===== config.mk =====
export PLATFORM = sky130hd
export DESIGN_NAME = pcf8591_txn_scheduler_flat
export DESIGN_NICKNAME = d
export VERILOG_FILES = /design/src/rtl/pcf8591_pkg.sv /design/src/rtl/pcf8591_txn_scheduler_if.sv /design/src/rtl/pcf8591_seq_rom.sv /design/src/rtl/pcf8591_txn_scheduler.sv /design/src/flat_wrapper.sv
export SDC_FILE = /design/constraint.sdc
export NUM_CORES = 1
export LEC_CHECK = 0
export CAP_MARGIN = 20
export CORE_MARGIN = 2
export CORE_UTILIZATION = 35
export DETAILED_ROUTE_END_ITERATION = 10
export PLACE_DENSITY = 0.63
export REMOVE_ABC_BUFFERS = 1
export SLEW_MARGIN = 20
export SYNTH_ARGS = -nofsm -noshare
export SYNTH_HDL_FRONTEND = slang
export SYNTH_HIERARCHICAL = 1
export SYNTH_SLANG_ARGS = --single-unit

===== constraint.sdc =====
create_clock -name clk -period 5.8 [get_ports clk]
set_clock_uncertainty 0.1 [all_clocks]
set_input_delay 1.45 -clock clk [delete_from_list [all_inputs] [get_ports clk]]
set_output_delay 1.45 -clock clk [all_outputs]
set_load 0.01 [all_outputs]

===== src/rtl/pcf8591_pkg.sv =====
// Shared types for the PCF8591 transaction scheduler:
// command opcodes, FSM states, request types and sequence ROM entries.
package pcf8591_pkg;

    typedef enum logic [1:0] {
        OP_START = 2'd0,
        OP_WRITE = 2'd1,
        OP_READ  = 2'd2,
        OP_STOP  = 2'd3
    } op_e;

    localparam logic [7:0] CTRL_DAC_EN   = 8'h40;
    localparam logic [7:0] CTRL_ADC_BASE = 8'h40;

    typedef enum logic [2:0] {
        S_IDLE,
        S_ISSUE,
        S_WAIT,
        S_NEXT,
        S_DONE,
        S_ERR_STOP
    } state_e;

    typedef enum logic {
        REQ_DAC = 1'b0,
        REQ_ADC = 1'b1
    } req_e;

    typedef enum logic [2:0] {
        WD_NONE,
        WD_ADDR_W,
        WD_ADDR_R,
        WD_DAC_CTRL,
        WD_ADC_CTRL,
        WD_DATA
    } wsel_e;

    typedef struct packed {
        op_e   op;
        wsel_e wsel;
        logic  nack;
        logic  last;
    } rom_t;

endpackage


===== src/rtl/pcf8591_txn_scheduler_if.sv =====
// Byte-command bus between the scheduler (master) and the I2C byte master (slave).
interface pcf8591_txn_scheduler_if;

    logic       cmd_valid;
    logic [1:0] cmd_op;
    logic [7:0] cmd_wdata;
    logic       cmd_nack;
    logic       cmd_ready;
    logic       rsp_valid;
    logic       rsp_nack;
    logic [7:0] rsp_rdata;

    modport master (
        output cmd_valid, cmd_op, cmd_wdata, cmd_nack,
        input  cmd_ready, rsp_valid, rsp_nack, rsp_rdata
    );

    modport slave (
        input  cmd_valid, cmd_op, cmd_wdata, cmd_nack,
        output cmd_ready, rsp_valid, rsp_nack, rsp_rdata
    );

endinterface


===== src/rtl/pcf8591_seq_rom.sv =====
// Maps (request type, step) to the byte command issued at that step,
// so the scheduler FSM stays generic.
module pcf8591_seq_rom
    import pcf8591_pkg::*;
(
    input  req_e       i_type,
    input  logic [2:0] i_step,
    output rom_t       o_ent
);

    always_comb begin
        o_ent = '{op: OP_STOP, wsel: WD_NONE, nack: 1'b0, last: 1'b1};
        if (i_type == REQ_DAC) begin
            case (i_step)
                3'd0: o_ent = '{OP_START, WD_NONE,     1'b0, 1'b0};
                3'd1: o_ent = '{OP_WRITE, WD_ADDR_W,   1'b0, 1'b0};
                3'd2: o_ent = '{OP_WRITE, WD_DAC_CTRL, 1'b0, 1'b0};
                3'd3: o_ent = '{OP_WRITE, WD_DATA,     1'b0, 1'b0};
                default: ;
            endcase
        end else begin
            // First READ returns the stale conversion and is discarded
            case (i_step)
                3'd0: o_ent = '{OP_START, WD_NONE,     1'b0, 1'b0};
                3'd1: o_ent = '{OP_WRITE, WD_ADDR_W,   1'b0, 1'b0};
                3'd2: o_ent = '{OP_WRITE, WD_ADC_CTRL, 1'b0, 1'b0};
                3'd3: o_ent = '{OP_START, WD_NONE,     1'b0, 1'b0};
                3'd4: o_ent = '{OP_WRITE, WD_ADDR_R,   1'b0, 1'b0};
                3'd5: o_ent = '{OP_READ,  WD_NONE,     1'b0, 1'b0};
                3'd6: o_ent = '{OP_READ,  WD_NONE,     1'b1, 1'b0};
                default: ;
            endcase
        end
    end

endmodule


===== src/rtl/pcf8591_txn_scheduler.sv =====
// Arbitrates DAC updates and ADC reads onto one PCF8591 and sequences
// byte-level I2C commands, retrying NACKed transactions.
module pcf8591_txn_scheduler
    import pcf8591_pkg::*;
#(
    parameter logic [6:0]  DEV_ADDR  = 7'h48,
    parameter int unsigned MAX_RETRY = 2
) (
    input  logic       clk,
    input  logic       reset,
    input  logic       i_dac_valid,
    input  logic [7:0] i_dac_data,
    output logic       o_dac_ready,
    input  logic       i_adc_valid,
    input  logic [1:0] i_adc_ch,
    output logic       o_adc_ready,
    output logic       o_adc_rsp_valid,
    output logic [7:0] o_adc_data,
    output logic       o_err,
    output logic       o_busy,
    pcf8591_txn_scheduler_if.master bus
);

    localparam logic [2:0] LP_MAX_RETRY = 3'(MAX_RETRY);

    state_e     r_state;
    state_e     w_state_nxt;
    req_e       r_type;
    req_e       r_rr_last;
    logic [2:0] r_step;
    logic [2:0] r_retry;
    logic       r_abort;
    logic [7:0] r_dac_data;
    logic [1:0] r_adc_ch;
    logic [7:0] r_rd_byte;
    logic [7:0] r_adc_data;

    rom_t       w_ent;
    logic [7:0] w_wdata;
    logic       w_dac_win;
    logic       w_adc_win;
    logic       w_accept;
    logic       w_wr_nack;
    logic       w_retry_ok;

    pcf8591_seq_rom u_rom (
        .i_type (r_type),
        .i_step (r_step),
        .o_ent  (w_ent)
    );

    // Round-robin: on a tie the type not served last wins
    assign w_dac_win  = i_dac_valid && (!i_adc_valid || r_rr_last == REQ_ADC);
    assign w_adc_win  = i_adc_valid && !w_dac_win;
    assign w_accept   = (r_state == S_IDLE) && (i_dac_valid || i_adc_valid);
    assign w_wr_nack  = bus.rsp_nack && (w_ent.op == OP_WRITE) && !r_abort;
    assign w_retry_ok = r_retry < LP_MAX_RETRY;

    assign o_busy     = (r_state != S_IDLE);
    assign o_adc_data = r_adc_data;

    always_comb begin
        w_wdata = 8'h00;
        case (w_ent.wsel)
            WD_ADDR_W:   w_wdata = {DEV_ADDR, 1'b0};
            WD_ADDR_R:   w_wdata = {DEV_ADDR, 1'b1};
            WD_DAC_CTRL: w_wdata = CTRL_DAC_EN;
            WD_ADC_CTRL: w_wdata = CTRL_ADC_BASE | {6'd0, r_adc_ch};
            WD_DATA:     w_wdata = r_dac_data;
            default:     w_wdata = 8'h00;
        endcase
    end

    always_ff @(posedge clk) begin
        if (reset) begin
            r_state <= S_IDLE;
        end else begin
            r_state <= w_state_nxt;
        end
    end

    always_comb begin
        w_state_nxt     = r_state;
        o_dac_ready     = 1'b0;
        o_adc_ready     = 1'b0;
        o_adc_rsp_valid = 1'b0;
        o_err           = 1'b0;
        bus.cmd_valid   = 1'b0;
        bus.cmd_op      = 2'd0;
        bus.cmd_wdata   = 8'h00;
        bus.cmd_nack    = 1'b0;
        case (r_state)
            S_IDLE: begin
                o_dac_ready = w_dac_win;
                o_adc_ready = w_adc_win;
                if (w_accept) w_state_nxt = S_ISSUE;
            end
            S_ISSUE: begin
                bus.cmd_valid = 1'b1;
                bus.cmd_op    = w_ent.op;
                bus.cmd_wdata = w_wdata;
                bus.cmd_nack  = w_ent.nack;
                if (bus.cmd_ready) w_state_nxt = S_WAIT;
            end
            S_WAIT: begin
                if (bus.rsp_valid) begin
                    if (r_abort) begin
                        w_state_nxt = w_retry_ok ? S_ISSUE : S_DONE;
                    end else if (w_wr_nack) begin
                        w_state_nxt = S_ERR_STOP;
                    end else if (w_ent.last) begin
                        w_state_nxt = S_DONE;
                    end else begin
                        w_state_nxt = S_NEXT;
                    end
                end
            end
            S_NEXT: w_state_nxt = S_ISSUE;
            S_DONE: begin
                o_err           = r_abort;
                o_adc_rsp_valid = !r_abort && (r_type == REQ_ADC);
                w_state_nxt     = S_IDLE;
            end
            S_ERR_STOP: begin
                bus.cmd_valid = 1'b1;
                bus.cmd_op    = OP_STOP;
                if (bus.cmd_ready) w_state_nxt = S_WAIT;
            end
            default: w_state_nxt = S_IDLE;
        endcase
    end

    always_ff @(posedge clk) begin
        if (reset) begin
            r_type     <= REQ_DAC;
            r_rr_last  <= REQ_ADC;
            r_step     <= 3'd0;
            r_retry    <= 3'd0;
            r_abort    <= 1'b0;
            r_dac_data <= 8'h00;
            r_adc_ch   <= 2'd0;
            r_rd_byte  <= 8'h00;
            r_adc_data <= 8'h00;
        end else begin
            case (r_state)
                S_IDLE: begin
                    if (w_accept) begin
                        r_type    <= w_dac_win ? REQ_DAC : REQ_ADC;
                        r_rr_last <= w_dac_win ? REQ_DAC : REQ_ADC;
                        r_step    <= 3'd0;
                        r_retry   <= 3'd0;
                        r_abort   <= 1'b0;
                        if (w_dac_win) r_dac_data <= i_dac_data;
                        if (w_adc_win) r_adc_ch <= i_adc_ch;
                    end
                end
                S_WAIT: begin
                    if (bus.rsp_valid) begin
                        if (r_abort) begin
                            if (w_retry_ok) begin
                                r_retry <= r_retry + 3'd1;
                                r_step  <= 3'd0;
                                r_abort <= 1'b0;
                            end
                        end else if (w_wr_nack) begin
                            r_abort <= 1'b1;
                        end else begin
                            if (w_ent.op == OP_READ && w_ent.nack)
                                r_rd_byte <= bus.rsp_rdata;
                            if (w_ent.last && r_type == REQ_ADC)
                                r_adc_data <= r_rd_byte;
                        end
                    end
                end
                S_NEXT: r_step <= r_step + 3'd1;
                S_DONE: begin
                    r_retry <= 3'd0;
                    r_abort <= 1'b0;
                end
                default: ;
            endcase
        end
    end

endmodule


===== src/flat_wrapper.sv =====
// flat-port wrapper written by rule: the top's interface ports become plain ports
module pcf8591_txn_scheduler_flat import pcf8591_pkg::*;
#(
    parameter logic [6:0]  DEV_ADDR  = 7'h48,
    parameter int unsigned MAX_RETRY = 2
)
  (clk, reset, i_dac_valid, i_dac_data, o_dac_ready, i_adc_valid, i_adc_ch, o_adc_ready, o_adc_rsp_valid, o_adc_data, o_err, o_busy, bus_cmd_valid, bus_cmd_op, bus_cmd_wdata, bus_cmd_nack, bus_cmd_ready, bus_rsp_valid, bus_rsp_nack, bus_rsp_rdata);
  pcf8591_txn_scheduler_if bus_i ();
  input  logic clk;
  input  logic reset;
  input  logic i_dac_valid;
  input  logic [7:0] i_dac_data;
  output logic o_dac_ready;
  input  logic i_adc_valid;
  input  logic [1:0] i_adc_ch;
  output logic o_adc_ready;
  output logic o_adc_rsp_valid;
  output logic [7:0] o_adc_data;
  output logic o_err;
  output logic o_busy;
  output wire logic [$bits(bus_i.cmd_valid)-1:0] bus_cmd_valid;
  output wire logic [$bits(bus_i.cmd_op)-1:0] bus_cmd_op;
  output wire logic [$bits(bus_i.cmd_wdata)-1:0] bus_cmd_wdata;
  output wire logic [$bits(bus_i.cmd_nack)-1:0] bus_cmd_nack;
  input wire logic [$bits(bus_i.cmd_ready)-1:0] bus_cmd_ready;
  input wire logic [$bits(bus_i.rsp_valid)-1:0] bus_rsp_valid;
  input wire logic [$bits(bus_i.rsp_nack)-1:0] bus_rsp_nack;
  input wire logic [$bits(bus_i.rsp_rdata)-1:0] bus_rsp_rdata;
  assign bus_cmd_valid = bus_i.cmd_valid;
  assign bus_cmd_op = bus_i.cmd_op;
  assign bus_cmd_wdata = bus_i.cmd_wdata;
  assign bus_cmd_nack = bus_i.cmd_nack;
  assign bus_i.cmd_ready = bus_cmd_ready;
  assign bus_i.rsp_valid = bus_rsp_valid;
  assign bus_i.rsp_nack = bus_rsp_nack;
  assign bus_i.rsp_rdata = bus_rsp_rdata;
  pcf8591_txn_scheduler #(.DEV_ADDR(DEV_ADDR), .MAX_RETRY(MAX_RETRY)) u_core (.clk(clk), .reset(reset), .i_dac_valid(i_dac_valid), .i_dac_data(i_dac_data), .o_dac_ready(o_dac_ready), .i_adc_valid(i_adc_valid), .i_adc_ch(i_adc_ch), .o_adc_ready(o_adc_ready), .o_adc_rsp_valid(o_adc_rsp_valid), .o_adc_data(o_adc_data), .o_err(o_err), .o_busy(o_busy), .bus(bus_i));
endmodule

# == Yosys cells after proc, flatten, opt, wreduce, memory -nomap -nowiden ==
# Index checks and enable logic that the tools add are counted.
# classes
add_sub_neg,2
n_lt_le_gt_ge,1
eq_ne,23
muxes,36
bitwise,2
reduce_logical,29
# op_table
cell,n
2-to-1 mux 3 bit,14
case mux 7 bit (6 select lines),1
case mux 8 bit (5 select lines),1
case mux 7 bit (4 select lines),1
equality test 3 bit (second input constant),7
AND reduction 5 bit,4
equality test 3 x 2 -> 1 bit (second input constant),6
case mux 3 bit (3 select lines),2
2-to-1 mux 1 bit,12
case mux 3 bit (4 select lines),1
AND reduction 3 bit,4
equality test 3 x 1 -> 1 bit (second input constant),3
nonzero test 3 bit,3
logical AND 1 bit,8
2-to-1 mux 8 bit,1
inequality test 2 x 1 -> 1 bit (second input constant),4
2-to-1 mux 7 bit,1
adder 3 x 1 -> 3 bit (second input constant),2
zero test 3 bit,2
case mux 2 bit (2 select lines),1
OR reduction 2 bit,2
zero test 1 bit,3
< comparator 3 x 2 -> 1 bit (second input constant),1
case mux 1 bit (3 select lines),1
6 further kinds,8
# totals
reg_bits,38
input_bits,25
out_inout_bits,25
elab_cells,103

# == Logic depth before layout (Yosys ltp) ==
# depth
ltp_word,11
ltp_mapped,8
ltp_nobuf,6

# == Cells and area by module ==
# The synthesis kept the hierarchy.
# by_module_without_submodules
mod,instances,cells_per_inst,area_per_inst_um2,seq_area_each_um2
pcf8591_txn_scheduler,1,203,1851.8,760.7
pcf8591_seq_rom,1,18,132.6,0.0

# == Least setup slack after synthesis ==
# Ideal clock, no wire load.
# synth_path
kind,input port to output port
from,input i_adc_valid
to,output o_dac_ready
arrival_ps,1882
required_ps,4250
setup_slack_ps,2368
stages,4
path_buffers,1
path_cell_list,nand2b_1 > nand3_1 > buf_2 > inv_1
# synth_between
elab_chain_cells,4
# synth_lines
element,line_no,source
start: declaration,flat_wrapper.sv:14,input logic i_adc_valid;
zero test 1 bit,pcf8591_txn_scheduler.sv:53,assign w_dac_win = i_dac_valid && (!i_adc_valid || r_rr_last == REQ_ADC);
logical OR 1 bit,pcf8591_txn_scheduler.sv:53,
logical AND 1 bit,pcf8591_txn_scheduler.sv:53,
2-to-1 mux 1 bit,pcf8591_txn_scheduler.sv:92,case (r_state)
end: declaration,flat_wrapper.sv:13,output logic o_dac_ready;
# No other way between the ends.

# == Final worst setup path ==
# Ends and elaborated chain as after synthesis.

==> impl_metrics.yaml <==
logic_synthesis:
  seq_area_frac_synth_pct: 38.3
  yosysMostFrequentCell: "dfxtp_1"
  yosysWarningCount: 6
  yosys.area.top_type: "dfxtp_1"
  syn_inst: 221
  ys_ff_latch: 38
  synth_common_cells: "dfxtp_1, nor2_1, mux2i_1"
  synth_top_area_share_pct: 38.3
  synth_flop_cell: "dfxtp_1"
  async_flop_share_pct: 0
  synth_edf_count: 0
  synth_cell_types: 53
  synthTopCellsByArea: "dfxtp_1, mux2i_1, nor2_1, a21oi_1, nand2_1"
  synth.avg_cell_area_um2: 8.98
  syn_area_um2: 1980
worst_setup_path:
  cp_max_fo: 9
  cp-end-kind: "output port"
  path_buf_inv: 4
  slowest_delay_ns: 0.53
  cp.arrival_ns: 2.98
  worstPathCellList: "clkdlybuf4s50_1, nand2b_1, nand3_1, buf_4, inv_1, clkdlybuf4s50_1"
  critPathLaunchType: "primary input"
  slowest_stage: "clkdlybuf4s50_1"
  crit_required_ns: 4.25
  cpMostUsedCell: "clkdlybuf4s50_1"
  crit_family: "buffers and inverters"
  crit_type: "in -> out"
die:
  die_h_um: 79.3
  initial_core_util_pct: 36.0
  floorplan.rows: 27
  ios: 50
  die_w_um: 79.3
  core_area_um2: 5510
  die_area_um2: 6290
route:
  vias_per_cell: 5.12
  wire_per_inst_um: 13.6
  vias: 1734
  firstDrtPassIters: 4
  drtIter0Drc: 61
  ant_nets: 0
  remaining_drc_errors: 0
  routed_wl_um: 4620
sta:
  period_minus_slack_ns: 4.53
  drv_slew: 0
  setup_viol: 0
  post-route-period-util_pct: 78.0
  hold_violations: 0
  slew_headroom_pct: 46.0
  final.setup.tns_ns: 0
  worst_pin_slew_ns: 0.804
  fmax_ghz: 0.221
  rsz0062_at_grt: "no"
clocking:
  cts_tree: "built"
  insertion_delay_ns: 0.29
  root_buffer: "clkbuf_8"
  htree_levels: 2
  cts_max_path_buffers: 2
  clk_pin_slew_worst_paths_ns: 0.07
  cts_hold_buf: 0
  cts_buffers: 5
  cts_setup_buffers: 0
  post_cts_resized: 0
  cts.sinks: 38
placed_design:
  dpl_cell_area_um2: 2530
  hpwl_um: 3200
  port_buffers: 49
  place_inst: 332
  gp_congestion: 0.873
grt:
  grt_pass1_vias: 1663
  overflow: 0
  grt_pass1_wl_um: 7650
  grt_max_degree: 37
  grt_usage_pct: 15.2
  antenna_found_initial: 0
pwr:
  power.leakage_nw: 1.06
  peakVddDrop_mv: 0.123
  powerDensity_nw_per_um2: 248
cells_and_area:
  design.final.nets: 294
  syn2layout_area_growth_pct: 33.0
  final_area_um2: 2640
  antenna_cells: 0
  drive_above_1_share_pct: 7.49
  postLayoutCoreUtil_pct: 47.9
  instances_no_fill: 339
hold_path:
  hp-class: "reg -> reg"
run:
  cap_violations: 0
status:
  status: "completed"
## final cells by class
cell class	count	area (um2)
multi-input cells	163	1140
well taps	72	90.1
flip-flops and latches	38	761
inverters	7	26.3
clock buffers	6	82.6
fillers	538	2870
clock inverters	1	30.0
repair buffers	52	513
## registers in the layout (all words and copies together), names as in the netlist
signal / flops
u_core/r_retry: 3
u_core/r_state: 3
u_core/r_rd_byte: 8
u_core/r_step: 3
u_core/r_abort: 1
u_core/r_adc_ch: 2
u_core/r_type: 1
u_core/r_dac_data: 8
u_core/o_adc_data: 8
u_core/r_rr_last: 1
## final timing paths
check / from / end / slack (ns) / cells past startpoint
hold reg to reg: u_core/r_dac_data[2]$_SDFFE_PP0P_ / u_core/r_dac_data[2]$_SDFFE_PP0P_ / 0.39 / 2
hold / removal: u_core/r_dac_data[2]$_SDFFE_PP0P_ / u_core/r_dac_data[2]$_SDFFE_PP0P_ / 0.39 / 2
setup / recovery: i_adc_valid / o_dac_ready / 1.27 / 6
setup reg to reg: u_core/r_step[0]$_SDFFE_PP0P_ / u_core/o_adc_data[6]$_SDFFE_PP0P_ / 3.38 / 6
## placed cells by master, fill, tap and decap left out, types with 2 or more instances in the layout
cell	instances
a21boi_0	3
nor2b_1	2
a2111oi_0	2
nor3_2	2
nand3b_1	2
xnor2_1	2
a211o_1	2
nor3_1	7
o21a_1	2
mux2i_1	28
inv_1	7
and4b_1	2
buf_4	3
nand3_1	5
nand2b_1	3
ha_1	2
a21oi_1	11
dfxtp_1	38
nand2_1	12
o21ai_0	6
nor3b_1	4
and3_1	5
clkbuf_8	6
nor2_1	34
clkdlybuf4s50_1	49
## stage by stage
stage	setup WS (ns)	total power (W)	hold WS, ns
floorplan	2.22	0.000371	0.355
finish	1.27	0.000654	0.391
global placement	1.30	0.000429	0.370
detailed placement	1.29	0.000429	0.381
CTS	1.28	0.000661	0.398
global route	1.18	0.000685	0.427
## layer usage
layer  wire (um)  global-route usage, %  vias to the layer above
li1            -                      -                      875
met1        2230                   20.2                      808
met2        2120                   24.3                       48
met3         244                   3.64                        3
met4          23                   5.00                        0
met5           0                      0                        -
## kinds of logic (layout without fill, tap and decap cells)
family | Yosys count | after routing | synth area share (%)
buf+inv | 20 | 66 | 4.41
compound gates | 36 | 36 | 13.1
xor+xnor | 3 | 3 | 1.32
flops | 38 | 38 | 38.3
simple gates | 93 | 93 | 26.9
mux | 29 | 29 | 14.7
fa+ha+maj | 2 | 2 | 1.26
## worst register-to-register path: cells and delay by family, from the launching register on
| kind | cells | cell delay, ns |
|---|---|---|
| AOI/OAI and AO/OA | 1 | 0.30 |
| muxes | 1 | 0.26 |
| and+or+nand+nor | 4 | 1.07 |
| DFF | 1 | 0.57 |
## where the power goes
| part | switching (W) | internal [W] |
|---|---|---|
| Clock | 0.0000921 | 0.000138 |
| Combinational | 0.0000639 | 0.0000696 |
| Sequential | 0.0000178 | 0.000273 |
| Total | 0.000174 | 0.000480 |
Note: power is estimated with default switching activity, not from simulation.
